--- config.mk ---
export PLATFORM = sky130hd
export DESIGN_NAME = tohost_monitor
export DESIGN_NICKNAME = d
export VERILOG_FILES = /design/src/rtl/tohost_pkg.sv /design/src/rtl/tohost_monitor_sat_counter.sv /design/src/rtl/tohost_monitor.sv
export SDC_FILE = /design/constraint.sdc
export NUM_CORES = 1
export LEC_CHECK = 0
export BUFFER_PORTS_ARGS = -buffer_cell sky130_fd_sc_hd__buf_4
export CAP_MARGIN = 20
export CORE_ASPECT_RATIO = 1.5
export CORE_MARGIN = 10
export CORE_UTILIZATION = 47
export CTS_CLUSTER_SIZE = 28
export DETAILED_ROUTE_END_ITERATION = 12
export PLACE_DENSITY = 0.77
export SYNTH_ARGS = -nofsm -noshare
export SYNTH_HDL_FRONTEND = slang
export SYNTH_SLANG_ARGS = --single-unit
--- constraint.sdc ---
create_clock -name clk -period 2.45 [get_ports clk]
set_input_delay 0 -clock clk [delete_from_list [all_inputs] [get_ports clk]]
set_output_delay 0 -clock clk [all_outputs]
set_load 0.02 [all_outputs]
--- src/rtl/tohost_pkg.sv ---
// Shared types and constants for the tohost completion monitor.
package tohost_pkg;

    typedef enum logic [1:0] {
        ST_RUN     = 2'd0,
        ST_PASS    = 2'd1,
        ST_FAIL    = 2'd2,
        ST_TIMEOUT = 2'd3
    } tohost_state_e;

    localparam logic [31:0] TOHOST_PASS_CODE    = 32'd1;
    localparam logic [31:0] TOHOST_ADDR_DEFAULT = 32'h0000_1000;
    localparam logic [3:0]  TOHOST_FULL_MASK    = 4'b1111;

    // Only a full-word store to the tohost address carries a verdict.
    function automatic logic tohost_hit(input logic        we,
                                        input logic [31:0] addr,
                                        input logic [3:0]  mask,
                                        input logic [31:0] tohost_addr);
        return we && (addr == tohost_addr) && (mask == TOHOST_FULL_MASK);
    endfunction

endpackage

--- src/rtl/tohost_monitor_sat_counter.sv ---
// Saturating up-counter: counts while en is high and holds at all-ones.
module sat_counter #(
    parameter int W = 32
) (
    input  logic         clk,
    input  logic         rst,
    input  logic         en,
    output logic [W-1:0] q
);

    logic [W-1:0] q_q;
    logic [W-1:0] q_d;

    // Next count: increment unless disabled or already saturated.
    always_comb begin
        q_d = q_q;
        if (en && (q_q != {W{1'b1}})) begin
            q_d = q_q + {{(W-1){1'b0}}, 1'b1};
        end else begin
            q_d = q_q;
        end
    end

    // Count register with synchronous reset.
    always_ff @(posedge clk) begin
        if (rst) begin
            q_q <= {W{1'b0}};
        end else begin
            q_q <= q_d;
        end
    end

    assign q = q_q;

endmodule

--- src/rtl/tohost_monitor.sv ---
// Snoops core stores to tohost and latches a PASS/FAIL/TIMEOUT verdict.
// The watchdog exists only when TOHOST_MONITOR_WATCHDOG_EN is defined.
module tohost_monitor
    import tohost_pkg::*;
#(
    parameter logic [31:0] TOHOST_ADDR    = TOHOST_ADDR_DEFAULT,
    parameter int          TIMEOUT_CYCLES = 5000,
    parameter int          CNT_W          = 32
) (
    input  logic             clk,
    input  logic             rst,
    input  logic             mem_we,
    input  logic [31:0]      mem_addr,
    input  logic [31:0]      mem_wdata,
    input  logic [3:0]       mem_wmask,
    output logic             done,
    output logic             pass,
    output logic             fail,
    output logic             timeout,
    output logic [30:0]      test_num,
    output logic [CNT_W-1:0] cycle_count
);

    tohost_state_e    state_q, state_d;
    logic             done_q, done_d;
    logic             pass_q, pass_d;
    logic             fail_q, fail_d;
    logic             timeout_q, timeout_d;
    logic [30:0]      test_num_q, test_num_d;
    logic             hit_s;
    logic             expiry_s;
    logic             cnt_en_s;
    logic [CNT_W-1:0] cycle_count_s;

    assign hit_s = tohost_hit(mem_we, mem_addr, mem_wmask, TOHOST_ADDR);

`ifdef TOHOST_MONITOR_WATCHDOG_EN
    localparam logic [CNT_W-1:0] WD_LIMIT = CNT_W'(TIMEOUT_CYCLES - 1);
    assign expiry_s = (cycle_count_s == WD_LIMIT);
`else
    logic unused_timeout_s;
    assign unused_timeout_s = (TIMEOUT_CYCLES != 0);
    assign expiry_s         = 1'b0;
`endif

    // Verdict decode: a decodable write beats a simultaneous watchdog expiry.
    always_comb begin
        state_d    = state_q;
        test_num_d = test_num_q;
        if (state_q == ST_RUN) begin
            if (hit_s && (mem_wdata == TOHOST_PASS_CODE)) begin
                state_d = ST_PASS;
            end else if (hit_s && mem_wdata[0]) begin
                state_d    = ST_FAIL;
                test_num_d = mem_wdata[31:1];
            end else if (expiry_s) begin
                state_d = ST_TIMEOUT;
            end else begin
                state_d = ST_RUN;
            end
        end else begin
            state_d = state_q;
        end
        done_d    = (state_d != ST_RUN);
        pass_d    = (state_d == ST_PASS);
        fail_d    = (state_d == ST_FAIL);
        timeout_d = (state_d == ST_TIMEOUT);
    end

    // The count freezes on the timeout edge so it reads TIMEOUT_CYCLES-1.
    assign cnt_en_s = (state_q == ST_RUN) && (state_d != ST_TIMEOUT);

    // FSM state and registered output decodes.
    always_ff @(posedge clk) begin
        if (rst) begin
            state_q    <= ST_RUN;
            done_q     <= 1'b0;
            pass_q     <= 1'b0;
            fail_q     <= 1'b0;
            timeout_q  <= 1'b0;
            test_num_q <= 31'd0;
        end else begin
            state_q    <= state_d;
            done_q     <= done_d;
            pass_q     <= pass_d;
            fail_q     <= fail_d;
            timeout_q  <= timeout_d;
            test_num_q <= test_num_d;
        end
    end

    sat_counter #(
        .W (CNT_W)
    ) u_cycle_cnt (
        .clk (clk),
        .rst (rst),
        .en  (cnt_en_s),
        .q   (cycle_count_s)
    );

    assign done        = done_q;
    assign pass        = pass_q;
    assign fail        = fail_q;
    assign timeout     = timeout_q;
    assign test_num    = test_num_q;
    assign cycle_count = cycle_count_s;

endmodule
* Yosys cells after proc, flatten, opt, wreduce, memory -nomap -nowiden
Index checks and enable logic that the tools add are counted.
Storage, ports and cells: bits in registers 69, input bits 71, output and inout port bits 67, logic and storage cells 29
Operators by class: $add $sub $neg 1, equality and inequality tests 8, muxes and demuxes 3, bitwise gates (word level) 1, reduce and logical (&&, ||, !) cells 9
Operators with widths (count):
- $add 32x1->32 const B | 1
- $eq 32x1->1 const B | 1
- $eq 32x13->1 const B | 1
- $ne 32x32->1 const B | 1
- $logic_and 1x1->1 | 6
- $mux 2 | 3
- $eq 2x2->1 const B | 2
- $eq 4x4->1 const B | 1
- $reduce_and 3->1 | 1
- $eq 2x1->1 const B | 1
- $logic_not 2->1 | 1
- $ne 2x2->1 const B | 1
- $reduce_bool 2->1 | 1
- $not 1->1 | 1

* Depth between registers and ports, before layout
word-level depth 10, depth in mapped cells 8, depth with buffers taken out 6

* Cells and area by module
Synthesis repeated with hierarchy kept, for this count alone.
Second synthesis, totals: cells, all modules 377, area, all modules 3323.2 µm²
Modules (own cells, without submodules):
- sat_counter | instances 1, cells each 199, area an instance 1674.1 µm², sequential area each 640.6 µm²
- tohost_monitor | instances 1, cells each 178, area an instance 1649.1 µm², sequential area each 740.7 µm²

* Worst setup path before layout
OpenSTA, ideal clock, no wires.
path kind register to register, start reg u_cycle_cnt.q_q[0] (netlist: u_cycle_cnt.q[0]), end reg u_cycle_cnt.q_q[22] (netlist: u_cycle_cnt.q[22]), setup time 0.070 ns, arrival time 2.019 ns, data required time 2.380 ns, setup slack 0.360 ns, stages on the path, launching flop included 9, path buffers 2, period minus slack after synthesis 2.090 ns, cells stage by stage dfxtp_1 > ha_1 > and3_1 > clkbuf_1 > and3_1 > buf_2 > o211ai_1 > or4_1 > a21oi_1
On the way: word-level cells in the longest chain between the ends 2, elaborated cells on any way between the ends 3, those cells by class add/sub: 1; eq/ne: 1; reduce/logical: 1
Ends and longest elaborated chain:
- from (decl) | RTL line tohost_monitor_sat_counter.sv:11 | logic [W-1:0] q_q;
- from (signal assigned) | RTL line tohost_monitor_sat_counter.sv:27 | q_q <= {W{1'b0}};
- from (signal assigned) | RTL line tohost_monitor_sat_counter.sv:29 | q_q <= q_d;
- parallel branches: the longest is 2 deep, another holds $add 32x1->32
Parallel ways; which one is timed is not known. A chain may end at the register's enable or synchronous reset.

* Final worst setup path
Ends and elaborated chain as after synthesis.

==> run summary <==
RUN STATUS
------------------------------------------------------------------------------------------------------
Run status                                                                                complete, no violations

SYNTHESIS
------------------------------------------------------------------------------------------------------
Synth Instances                                                                                    381
Most frequent cells after synthesis                                                       dfxtp_1, a21oi_1, nand3_1
Async set or reset register ratio after synthesis                                                   0%
Synth Flop Type                                                                                dfxtp_1
Post-synth EDFFs                                                                                     0
Mapped Area                                                                                 3183 sq um
Number of distinct standard cells referenced by the synthesized netlist                             46
Mapped Nets                                                                                        453
Number of synthesized register bits                                                                 69
Synth area leader                                                                              dfxtp_1
Library cell with the highest instance count after synthesis                                   dfxtp_1
Mean area per synthesized cell                                                             8.354 sq um
Top-area cell type share of the netlist area                                                    43.40%
Ranking of synthesized cells by area                                                      dfxtp_1, a21oi_1, nand3_1
Number of warnings printed during yosys synthesis                                                    0
Proportion of synthesized chip area in sequential cells                                         43.40%

TIMING
------------------------------------------------------------------------------------------------------
Achievable clock frequency                                                                  0.4678 GHz
Post-route fraction of the period consumed by the critical path                                 87.25%
Setup repair after global routing missed its margin                                                 no
Slew Limit Headroom                                                                             44.04%
Final TNS setup                                                                                   0 ns
Slew at the pin closest to its max-slew limit                                                0.8355 ns
Clock period minus final worst setup slack                                                    2.138 ns
Final hold violations                                                                                0
Final-report setup violation count                                                                   0
Final Max Slew Viols                                                                                 0
Post-Route Skew                                                                            0.009952 ns

CTS
------------------------------------------------------------------------------------------------------
Clk Tree Root Cell                                                                            clkbuf_8
Number of hold buffers added after CTS                                                              31
CTS HTree Levels                                                                                     3
Clock latency at the later pin of the worst-skew pair                                          0.34 ns
Number of buffers inserted by post-CTS setup repair                                                  0
Count of instances resized after the clock tree is built                                             0
Clock transition at the register clock pins on the worst setup and hold paths after CTS        0.07 ns
Clock sink total                                                                                    69
TritonCTS clock tree                                                                               yes
Number of CTS-inserted buffers                                                                       9
Bufs on Longest Clock Path                                                                           2

GLOBAL ROUTE
------------------------------------------------------------------------------------------------------
GR Overflow Total                                                                                    0
Pin count of the biggest net entering global routing                                                79
First-pass GRT wire length                                                                    18.32 mm
Number of antenna violations at the first check in global routing                                    0
Via count of the first global-routing pass                                                        3678
Total routing resource utilization after global routing                                         21.13%

LAYOUT
------------------------------------------------------------------------------------------------------
Total area of sequential cells                                                              1381 sq um
Final net count                                                                                    616
Layout overhead on the synthesized area                                                         49.29%
Fill cell instance count of the final layout                                                       493
Area used by multi-input combinational logic                                                1699 sq um
Post-Layout Cell Count                                                                             625
Number of antenna repair diodes                                                                      0
Final core utilization                                                                          72.76%
Share of layout cells above drive strength 1                                                    31.15%

ROUTING
------------------------------------------------------------------------------------------------------
ANT nets after route                                                                                 0
Count of vias placed by the detailed router                                                       3601
Number of violations reported at the end of detailed-routing iteration 0                           314
Routed length per instance                                                                    18.26 um
Total DRC errors in the routed layout                                                                0
Total wire length                                                                             11.41 mm
Drt pass-1 iters                                                                                     5
Vias/cell                                                                                        5.762

DIE
------------------------------------------------------------------------------------------------------
Die span in x                                                                                 87.20 um
Placeable Area                                                                              6531 sq um
Full die area                                                                              10530 sq um
Number of standard-cell rows in the floorplan                                                       36
Initial Util                                                                                    48.74%
Die Y-Extent                                                                                  120.8 um
Number of primary I/O pins                                                                         138

CRITICAL PATH
------------------------------------------------------------------------------------------------------
Biggest fanout along the worst timing path                                                           7
Nature of the critical path endpoint                                                              flop
Crit Path Category                                                                             reg2reg
Worst Reg-to-Reg Cells                                                                               6
Arr. time, crit path                                                                           2.40 ns
Required time of the critical path                                                             2.72 ns
Worst Setup Start Kind                                                                            flop

MIN PATH
------------------------------------------------------------------------------------------------------
Hold Path Cell Cnt                                                                                   2
Hold WC Path Type                                                                               in2reg

PLACE
------------------------------------------------------------------------------------------------------
Estimated wirelength of the detail-placed design                                              8.118 mm
RD Place Congestion                                                                             0.8175
Number of buffers added on ports                                                                   137
Instance count after placement with tap cells included                                             578

POWER
------------------------------------------------------------------------------------------------------
Power density over the cells                                                              439.4 nW/um^2
Worst ir drop on vdd                                                                         0.3853 mV
Total leakage power                                                                        0.001930 uW

RUN
------------------------------------------------------------------------------------------------------
Number of violations of the max-capacitance limit                                                    0

flip-flops by register name, indices dropped and copies added, names as in the netlist:
register / cells
u_cycle_cnt.q: 32
test_num: 31
state_q: 2
done: 1
fail: 1
pass: 1
timeout: 1
critical path, cell delays in order (launching register included):
cell and delay, ns:
dfxtp_1 0.40, ha_1 0.23, and3_1 0.28, and3_1 0.34
o211ai_1 0.23, or4_1 0.45, a21oi_1 0.15
report_power, final:
group / internal (uW) / switching (uW)
registers: 1130 / 5.64
logic: 120 / 71.3
clock network: 360 / 406
total: 1610 / 482
per-stage QoR:
step	total power [uW]	area, sq um	hold WS [ns]	setup slack [ns]
after floorplan	1195	3183	0.1519	0.3603
after global placement	1300	4283	0.2768	0.3772
after detailed placement	1302	4283	0.2823	0.3337
after CTS	2105	4752	0.2030	0.3231
after global routing	2184	4752	0.2492	0.1187
final	2088	4752	0.2107	0.3124
layout by cell type, fill, tap and decap left out, types with 4 or more instances in the layout:
cell | netlist | final
nor2b_1 | 7 | 7
nor4b_1 | 4 | 4
and4_1 | 4 | 4
and3_1 | 6 | 6
or4_1 | 5 | 5
mux2_1 | 4 | 4
dlygate4sd3_1 | 0 | 31
buf_4 | 0 | 146
xnor2_1 | 6 | 6
nand3_1 | 43 | 43
a21oi_1 | 47 | 47
dfxtp_1 | 69 | 69
o21ai_0 | 37 | 36
o31ai_1 | 4 | 4
or3_1 | 8 | 8
nor2_1 | 29 | 29
clkinv_2 | 0 | 4
nand4_1 | 16 | 16
xor2_1 | 5 | 5
nor4_1 | 13 | 13
nand2_1 | 10 | 10
clkbuf_8 | 0 | 9
final cells by class:
class                           instances  area share (%)
Clock buffer                           11           2.765
Clock inverter                          5          0.5793
Inverter                                3          0.2370
Multi-Input combinational cell        284           35.76
Sequential cell                        69           29.07
Tap cell                               76           2.001
Timing Repair Buffer                  177           29.59
per-layer routing:
layer	up-vias	global-route usage (%)	part of all wire (%)
li1	1740	-	-
met1	1696	22.66	37
met2	140	35.80	52
met3	25	8.266	8.3
met4	0	8.700	2.7
met5	-	0	0
path summary, 6_finish.rpt:
| path | startpoint | end | slack [ns] |
|---|---|---|---|
| setup / recovery | u_cycle_cnt.q[0] | u_cycle_cnt.q[22] | 0.31 |
| hold / removal | rst | u_cycle_cnt.q[12] | 0.21 |
| setup reg to reg | u_cycle_cnt.q[0] | u_cycle_cnt.q[22] | 0.31 |
| hold reg to reg | test_num[5] | test_num[5] | 0.48 |
cell families (layout without fill, tap and decap cells):
logic type | after synthesis | in the layout | share of synthesized area (%)
muxes | 8 | 8 | 2.791
AOI/OAI and AO/OA | 103 | 103 | 17.96
adders and majority gates | 1 | 1 | 0.3930
xor gates and xnor gates | 11 | 11 | 3.027
buffers and inverters | 28 | 196 | 3.420
DFF | 69 | 69 | 43.40
and+or+nand+nor | 161 | 161 | 29.01
(Power assumes the default switching activity.)
